===== src/rtl/a23_wb_pkg.sv =====
// ----------------------------------------------------------------------------
// a23_wb_pkg
// Shared definitions for the a23 Wishbone arbiter slice:
//   - Wishbone field widths (address, data, byte select)
//   - arbiter FSM state encoding
//   - address of the memory-mapped output port
//   - rr_wrap(): modulo helper used for round-robin index arithmetic
// ----------------------------------------------------------------------------
package a23_wb_pkg;

    localparam int WB_ADR_W = 32;
    localparam int WB_DAT_W = 32;
    localparam int WB_SEL_W = 4;

    localparam logic [WB_ADR_W-1:0] IO_PORT_ADR = 32'h1000_0000;

    typedef enum logic {
        IDLE = 1'b0,
        BUSY = 1'b1
    } arb_state_e;

    // Wrap a master index into 0..n-1.
    function automatic int rr_wrap(input int idx, input int n);
        return idx % n;
    endfunction

endpackage


===== src/rtl/a23_wb_arbiter_rr_pick.sv =====
// ----------------------------------------------------------------------------
// a23_rr_pick
// Combinational round-robin priority picker. Starting at ptr_i and wrapping
// modulo N, the first set bit of req_i is granted.
//
// Ports:
//   req_i  [N-1:0]      request vector (one bit per master)
//   ptr_i  [PTR_W-1:0]  index of the highest-priority master this round
//   gnt_o  [N-1:0]      one-hot grant (all zero when nothing requests)
//   vld_o               at least one request was found
// ----------------------------------------------------------------------------
module a23_rr_pick
    import a23_wb_pkg::*;
#(
    parameter int N     = 2,
    parameter int PTR_W = 1
) (
    input  logic [N-1:0]     req_i,
    input  logic [PTR_W-1:0] ptr_i,
    output logic [N-1:0]     gnt_o,
    output logic             vld_o
);

    always_comb begin
        gnt_o = '0;
        vld_o = 1'b0;
        for (int i = 0; i < N; i++) begin
            if (!vld_o && req_i[rr_wrap(int'(ptr_i) + i, N)]) begin
                gnt_o[rr_wrap(int'(ptr_i) + i, N)] = 1'b1;
                vld_o = 1'b1;
            end
        end
    end

endmodule


===== src/rtl/a23_wb_arbiter.sv =====
// ----------------------------------------------------------------------------
// a23_wb_arbiter
// Shares one Wishbone slave bus (64 kB memory + output port) between
// N_MASTERS masters. Round-robin arbitration; a grant is held for the whole
// Wishbone cycle (until the granted master drops cyc).
//
// Optional feature (compile-time macro A23_WB_ARB_TIMEOUT_EN):
//   watchdog that answers a strobe stalled for TIMEOUT_CYCLES cycles with a
//   one-cycle error to the granted master and drops the slave strobe for
//   that cycle. Without the macro, err is a pure pass-through.
//
// Ports:
//   i_clk, i_rst              clock, asynchronous active-high reset
//   i_m_adr/sel/we/dat        per-master request fields, master k in slice k
//   i_m_cyc, i_m_stb          per-master cycle / strobe
//   o_m_dat                   slave read data broadcast to all masters
//   o_m_ack, o_m_err          per-master acknowledge / error
//   o_wb_adr/sel/we/dat       slave-side request, muxed from granted master
//   o_wb_cyc, o_wb_stb        slave-side cycle / strobe
//   i_wb_dat, i_wb_ack, i_wb_err  slave response
// ----------------------------------------------------------------------------
module a23_wb_arbiter
    import a23_wb_pkg::*;
#(
    parameter int N_MASTERS      = 2,
    parameter int TIMEOUT_CYCLES = 64
) (
    input  logic                          i_clk,
    input  logic                          i_rst,
    input  logic [WB_ADR_W*N_MASTERS-1:0] i_m_adr,
    input  logic [WB_SEL_W*N_MASTERS-1:0] i_m_sel,
    input  logic [N_MASTERS-1:0]          i_m_we,
    input  logic [WB_DAT_W*N_MASTERS-1:0] i_m_dat,
    input  logic [N_MASTERS-1:0]          i_m_cyc,
    input  logic [N_MASTERS-1:0]          i_m_stb,
    output logic [WB_DAT_W-1:0]           o_m_dat,
    output logic [N_MASTERS-1:0]          o_m_ack,
    output logic [N_MASTERS-1:0]          o_m_err,
    output logic [WB_ADR_W-1:0]           o_wb_adr,
    output logic [WB_SEL_W-1:0]           o_wb_sel,
    output logic                          o_wb_we,
    output logic [WB_DAT_W-1:0]           o_wb_dat,
    output logic                          o_wb_cyc,
    output logic                          o_wb_stb,
    input  logic [WB_DAT_W-1:0]           i_wb_dat,
    input  logic                          i_wb_ack,
    input  logic                          i_wb_err
);

    localparam int PTR_W = $clog2(N_MASTERS);

    if (N_MASTERS < 2 || N_MASTERS > 4) begin : g_bad_n_masters
        $error("a23_wb_arbiter: N_MASTERS must be in 2..4");
    end
    if (TIMEOUT_CYCLES < 1 || TIMEOUT_CYCLES > 255) begin : g_bad_timeout
        $error("a23_wb_arbiter: TIMEOUT_CYCLES must be in 1..255");
    end

    arb_state_e           state_q, state_d;
    logic [PTR_W-1:0]     gnt_q, gnt_d;
    logic [PTR_W-1:0]     ptr_q, ptr_d;
    logic [N_MASTERS-1:0] pick_oh;
    logic                 pick_vld;
    logic [PTR_W-1:0]     pick_idx;
    logic                 g_cyc, g_stb;
    logic                 timeout;

    a23_rr_pick #(
        .N     (N_MASTERS),
        .PTR_W (PTR_W)
    ) u_pick (
        .req_i (i_m_cyc),
        .ptr_i (ptr_q),
        .gnt_o (pick_oh),
        .vld_o (pick_vld)
    );

    always_comb begin
        pick_idx = '0;
        for (int k = 0; k < N_MASTERS; k++) begin
            if (pick_oh[k]) pick_idx = PTR_W'(k);
        end
    end

    // Raw cyc/stb of the currently granted master (before any watchdog force).
    always_comb begin
        g_cyc = 1'b0;
        g_stb = 1'b0;
        for (int k = 0; k < N_MASTERS; k++) begin
            if (gnt_q == PTR_W'(k)) begin
                g_cyc = i_m_cyc[k];
                g_stb = i_m_stb[k];
            end
        end
    end

`ifdef A23_WB_ARB_TIMEOUT_EN
    logic [7:0] wdog_q, wdog_d;

    // Counts stalled strobe cycles; fires on the TIMEOUT_CYCLES-th one.
    always_comb begin
        timeout = (state_q == BUSY) && g_stb && !i_wb_ack && !i_wb_err &&
                  (wdog_q == 8'(TIMEOUT_CYCLES - 1));
        wdog_d  = wdog_q;
        if (state_q != BUSY || !g_cyc || i_wb_ack || i_wb_err || timeout) begin
            wdog_d = '0;
        end else if (g_stb) begin
            wdog_d = wdog_q + 8'd1;
        end
    end

    always_ff @(posedge i_clk or posedge i_rst) begin
        if (i_rst) wdog_q <= '0;
        else       wdog_q <= wdog_d;
    end
`else
    assign timeout = 1'b0;
`endif

    // State register
    always_ff @(posedge i_clk or posedge i_rst) begin
        if (i_rst) begin
            state_q <= IDLE;
            gnt_q   <= '0;
            ptr_q   <= '0;
        end else begin
            state_q <= state_d;
            gnt_q   <= gnt_d;
            ptr_q   <= ptr_d;
        end
    end

    // Next-state logic. The grant is only re-evaluated in IDLE, so requests
    // from other masters cannot steal the bus mid-cycle.
    always_comb begin
        state_d = state_q;
        gnt_d   = gnt_q;
        ptr_d   = ptr_q;
        case (state_q)
            IDLE: begin
                if (pick_vld) begin
                    state_d = BUSY;
                    gnt_d   = pick_idx;
                end
            end
            BUSY: begin
                if (!g_cyc) begin
                    state_d = IDLE;
                    ptr_d   = PTR_W'(rr_wrap(int'(gnt_q) + 1, N_MASTERS));
                end
            end
            default: state_d = IDLE;
        endcase
    end

    // Output logic: everything is zero outside BUSY; o_m_dat always follows
    // the slave.
    always_comb begin
        o_wb_adr = '0;
        o_wb_sel = '0;
        o_wb_we  = 1'b0;
        o_wb_dat = '0;
        o_wb_cyc = 1'b0;
        o_wb_stb = 1'b0;
        o_m_ack  = '0;
        o_m_err  = '0;
        o_m_dat  = i_wb_dat;
        if (state_q == BUSY) begin
            for (int k = 0; k < N_MASTERS; k++) begin
                if (gnt_q == PTR_W'(k)) begin
                    o_wb_adr   = i_m_adr[WB_ADR_W*k +: WB_ADR_W];
                    o_wb_sel   = i_m_sel[WB_SEL_W*k +: WB_SEL_W];
                    o_wb_we    = i_m_we[k];
                    o_wb_dat   = i_m_dat[WB_DAT_W*k +: WB_DAT_W];
                    o_wb_cyc   = i_m_cyc[k];
                    o_wb_stb   = i_m_stb[k] & ~timeout;
                    o_m_ack[k] = i_wb_ack;
                    o_m_err[k] = i_wb_err | timeout;
                end
            end
        end
    end

endmodule


===== config.mk =====
export PLATFORM = sky130hd
export DESIGN_NAME = a23_wb_arbiter
export DESIGN_NICKNAME = d
export VERILOG_FILES = /design/src/rtl/a23_wb_pkg.sv /design/src/rtl/a23_wb_arbiter_rr_pick.sv /design/src/rtl/a23_wb_arbiter.sv
export SDC_FILE = /design/constraint.sdc
export NUM_CORES = 1
export LEC_CHECK = 0
export BUFFER_PORTS_ARGS = -buffer_cell sky130_fd_sc_hd__buf_2
export CELL_PAD_IN_SITES_DETAIL_PLACEMENT = 0
export CELL_PAD_IN_SITES_GLOBAL_PLACEMENT = 1
export CORE_AREA = 2 2 111 113
export CTS_BUF_LIST = sky130_fd_sc_hd__clkbuf_16
export DETAILED_ROUTE_END_ITERATION = 7
export DIE_AREA = 0 0 113 115
export PLACE_DENSITY = 0.73
export SLEW_MARGIN = 20
export SYNTH_ARGS = -nofsm -noshare
export SYNTH_HDL_FRONTEND = slang
export SYNTH_SLANG_ARGS = --single-unit

===== constraint.sdc =====
create_clock -name i_clk -period 1.67 [get_ports i_clk]
set_input_delay 0.334 -clock i_clk [delete_from_list [all_inputs] [get_ports i_clk]]
set_output_delay 0.334 -clock i_clk [all_outputs]
set_load 0.01 [all_outputs]

Word level (Yosys, flattened, before mapping)
Index checks and enable logic that the tools add are counted.
- add/subtract/negate cells: 2
- multiply operators: 0
- divide/modulo/power cells: 0
- order comparisons: 4
- eq/ne operators: 0
- shift operators: 0
- multiplexer cells: 35
- bitwise gates (word level): 4
- reductions and logical operators: 6
- operators with widths (cell ; count):
    $mux W32 ; 4
    $mux W1 ; 22
    $mux W2 ; 4
    $mux W4 ; 2
    $reduce_and A2 Y1 ; 2
    $logic_and A1 B1 Y1 ; 3
    $lt A2 B3 Y1 const B ; 1
    $add A1 B1 Y1 const B ; 2
    $demux W1 S1 ; 2
    $ge A2 B1 Y1 const B ; 1
    $lt A1 B2 Y1 const B ; 1
    $not A1 Y1 ; 2
    $or A2 B2 Y2 ; 1
    $pmux W1 S2 ; 1
    $and A1 B1 Y1 const A ; 1
    $ge A1 B1 Y1 const B ; 1
    $logic_not A1 Y1 ; 1
- register bits: 3
- latch bits: 0
- RAM bits: 0
- bits in read-only memories: 0
- input bits: 178
- output and inout port bits: 107
- logic and storage cells: 54
- memories kept: 0

Logic depth before layout (Yosys ltp)
- depth in word-level cells: 9
- depth in mapped cells: 5

Cells and area by module
From an unflattened synthesis, not the netlist that was laid out.
- cells, all modules: 211
- area, all modules: 1559.0 sq um
- by module, submodules not included (module ; instances ; cells an instance ; area an instance (sq um) ; sequential area each (sq um)):
    a23_wb_arbiter ; 1 ; 207 ; 1534.0 ; 75.1
    a23_rr_pick ; 1 ; 4 ; 25.0 ; 0.0

Least setup slack after synthesis
Ideal clock, no wire load.
- path kind: reg2out
- from: reg gnt_q
- to: out o_wb_adr[0]
- arrival time: 1.043 ns
- required time: 1.336 ns
- path slack: 0.293 ns
- cell stages (with the launch flop): 6
- buffers on the path: 3
- cells stage by stage: dfrtp_1 > buf_4 > buf_8 > buf_12 > mux2i_1 > nor2_1
- longest elaborated chain between the ends: 2
- RTL lines (element ; line ; text):
    start, declared ; a23_wb_arbiter.sv:60 ; logic [PTR_W-1:0] gnt_q, gnt_d;
    start signal, assigned ; a23_wb_arbiter.sv:128 ; gnt_q <= gnt_d;
    $mux W32 ; a23_wb_arbiter.sv:170 ; if (gnt_q == PTR_W'(k)) begin
    $mux W32 ; a23_wb_arbiter.sv:168 ; if (state_q == BUSY) begin
    end, declared ; a23_wb_arbiter.sv:39 ; output logic [WB_ADR_W-1:0] o_wb_adr,
No other way between the ends.

Worst setup path after layout
- from: reg gnt_q
- to: out o_wb_dat[4]
- longest elaborated chain between the ends: 2
- RTL lines (element ; line ; text):
    $mux W32 ; a23_wb_arbiter.sv:170 ;
    $mux W32 ; a23_wb_arbiter.sv:168 ;
    end, declared ; a23_wb_arbiter.sv:42 ; output logic [WB_DAT_W-1:0] o_wb_dat,
No other way between the ends.

==> flow_metrics.tcl <==
set metrics [dict create \
    cts_sinks 3 \
    synth-compound-area-share_pct 2.063 \
    fmax_ghz 0.5706 \
    place.gp.congestion 0.6616 \
    routed_wl_um 6653 \
    required_ns 1.34 \
    violations "DRC, setup timing" \
    route.vias.total 2090 \
    synth_fp_nets 387 \
    fin_worst_skew_ns 0.003215 \
    crit_fanout 5 \
    grt_pass1_vias 1793 \
    synth.avg_cell_area_um2 7.256 \
    die_h_um 115 \
    yosys_warnings 0 \
    slew_violations 0 \
    netlist_instances 209 \
    via_per_inst 3.793 \
    synth_xor_area_share_pct 0 \
    drv_cap 0 \
    cts_buffers 3 \
    path_buf_inv 3 \
    setup_viol_count_final 67 \
    cpPeakStageDelay_ns 0.49 \
    ys.flop_type "dfrtp_1" \
    grt_use_total_pct 8.058 \
    period_share_pct 104.9 \
    synth_top_family_by_area "multiplexers" \
    ys_ff_latch 3 \
    post-dp-hpwl_um 5196 \
    critical_path.startpoint_type "flop" \
    portBuffers 220 \
    dp.cells 534 \
    synth_edf_count 0 \
    synthAdderAreaFrac_pct 0 \
    clk_path_buf_depth 2 \
    timing.final.ws_setup_ns -0.08263 \
    worst_pin_slew_ns 0.2245 \
    cts_tree "done" \
    cp-end-kind "output port" \
    p_leak_uw 0.001793 \
    critPathTopFamily "flip-flops" \
    wl_per_cell_um 12.07 \
    async_flop_share_pct 100.0 \
    hp-start "i_m_cyc[0]" \
    synth_most_common_cell "nor2_1" \
    firstDrtPassIters 6 \
    synth_cell_types 15 \
    ant_nets 0 \
    p_per_area_nw_per_um2 1192 \
    critPathSlowestCell "dfrtp_4" \
    antennaDiodeCount 0 \
    synth_mux_area_share_pct 46.86 \
    final_area_um2 2846 \
    cp.arrival_ns 1.42 \
    antenna_found_initial 0 \
    rows 40 \
    clk_root_buffer_cell "clkbuf_16" \
    hold_viol 0 \
    synth-simple-area-share_pct 19.88 \
    post-route-drc-count 14 \
    fillerInstances 1317 \
    globalRouteOverflowTotal 0 \
    htreeDepth 1 \
    crit_type "reg2out" \
    min_period_ns 1.753 \
    drive_gt1_share_pct 61.88 \
    worstHoldPathCells 2 \
    grt_start_max_net_pins 51 \
    initial_core_util_pct 12.84 \
    fp.dieArea_um2 13000 \
    clkTransAtPathRegs_ns 0.03 \
    post_dp_cell_area_um2 2534 \
    dieWidth_um 113 \
    setup_tns_ns -2.000 \
    r2r_start "gnt_q" \
    syn_area_um2 1516 \
    drt-initial-drc-count 45 \
    synth_top_area_share_pct 46.86 \
    min_path_type "in2reg" \
    r2r_cells 5 \
    status "complete, but fails checks" \
    synthTopCellsByCount "nor2_1 (72), mux2i_1 (71), buf_4 (36), buf_2 (6)" \
    relSlewSlack_pct 85.03 \
    synth-seq-area-share_pct 4.950 \
    syn2layout_area_growth_pct 87.71 \
    hold_end "gnt_q" \
    r2r_slack_ns 0.39 \
    coreArea_um2 11810 \
    crit_chain "buf_6 > buf_4 > mux2i_1 > nor2_1 > buf_2" \
    reg2reg_to "state_q" \
    nets 583 \
    final_cells 551 \
    io_pins 285 \
    synth_top_area_cell "mux2i_1" \
    insertion_delay_ns 0.22 \
    ys_top_cells_by_area "mux2i_1 (47%), buf_4 (18%), nor2_1 (18%)" \
    ir_drop_v 0.0004700 \
    grt_setup_unrepaired "true" \
    grt_pass1_wl_um 8493 \
]
## worst max path at each step
stage,startpoint,endpoint,slack (ns),cells past startpoint
floorplan,gnt_q,o_wb_adr[0],0.29,5
global placement,gnt_q,o_wb_dat[30],0.15,4
detailed placement,gnt_q,o_wb_adr[16],0.12,4
CTS,gnt_q,o_wb_adr[16],-0.05,4
global route,gnt_q,o_wb_adr[3],-0.13,5
finish,gnt_q,o_wb_dat[4],-0.08,5
## power breakdown
group / leakage [µW] / switching (µW) / internal, µW
clock: 0.0000423 / 61.4 / 308
sequential: 0.0000329 / 27.0 / 108
combinational: 0.00172 / 1360 / 1520
total: 0.00179 / 1450 / 1940
## area by class of cell
cell class              count  area, µm²  share of cell area (%)
clock buffers               3      75.07                   2.637
multi-input cells         154       1074                   37.71
inverters                   3      11.26                  0.3956
clock inverters             1      3.754                  0.1319
well taps                 147      183.9                   6.462
repair buffers            240       1420                   49.89
flip-flops and latches      3      78.83                   2.769
## per-layer routing
layer	wire [µm]	track usage (%)	up-vias
met1	2624	9.724	918
met2	3395	14.13	115
li1	-	-	1051
met4	76	2.927	0
met3	557	1.740	6
met5	0	0	-
## registers in the layout, summed over array words and instances (netlist names)
signal,cells
state_q,1
gnt_q,1
ptr_q,1
## kinds of logic after synthesis
family | after synthesis
DFF | 3
buffers and inverters | 52
and+or+nand+nor | 77
muxes | 71
AOI/OAI and AO/OA | 6
## placed cells by master (no fill, tap or decap), types with 2 or more instances in the layout
master / instances
and3_1: 2
dfrtp_1: 2
mux2i_1: 66
a21oi_1: 3
nor2_1: 72
mux2i_2: 5
buf_2: 220
clkbuf_16: 8
buf_12: 6
buf_4: 7
inv_1: 3
o21ai_0: 2
## repair_timing
action                     in CTS  in global routing
cloned                          0                  5
hold buffers                    1                  0
setup buffers                   2                  5
resized for setup               0                 12
setup endpoints to repair      68                 67
hold endpoints to repair        3                  0
pin swaps                       0                  8
## stage by stage
| step | total power [µW] | util, % | setup slack, ns | hold WS [ns] |
|---|---|---|---|---|
| 3_3_place_gp | 2516 | 21.45 | 0.1503 | 0.2097 |
| 6_report | 3394 | 24.10 | -0.08263 | 0.3767 |
| 4_1_cts | 2966 | 22.33 | -0.05277 | 0.3640 |
| 3_5_place_dp | 2550 | 21.45 | 0.1169 | 0.2030 |
| 5_1_grt | 3665 | 24.10 | -0.1292 | 0.4030 |
| 2_1_floorplan | 1861 | - | 0.2929 | 0.08764 |
Power figures use the tool's default switching activity.
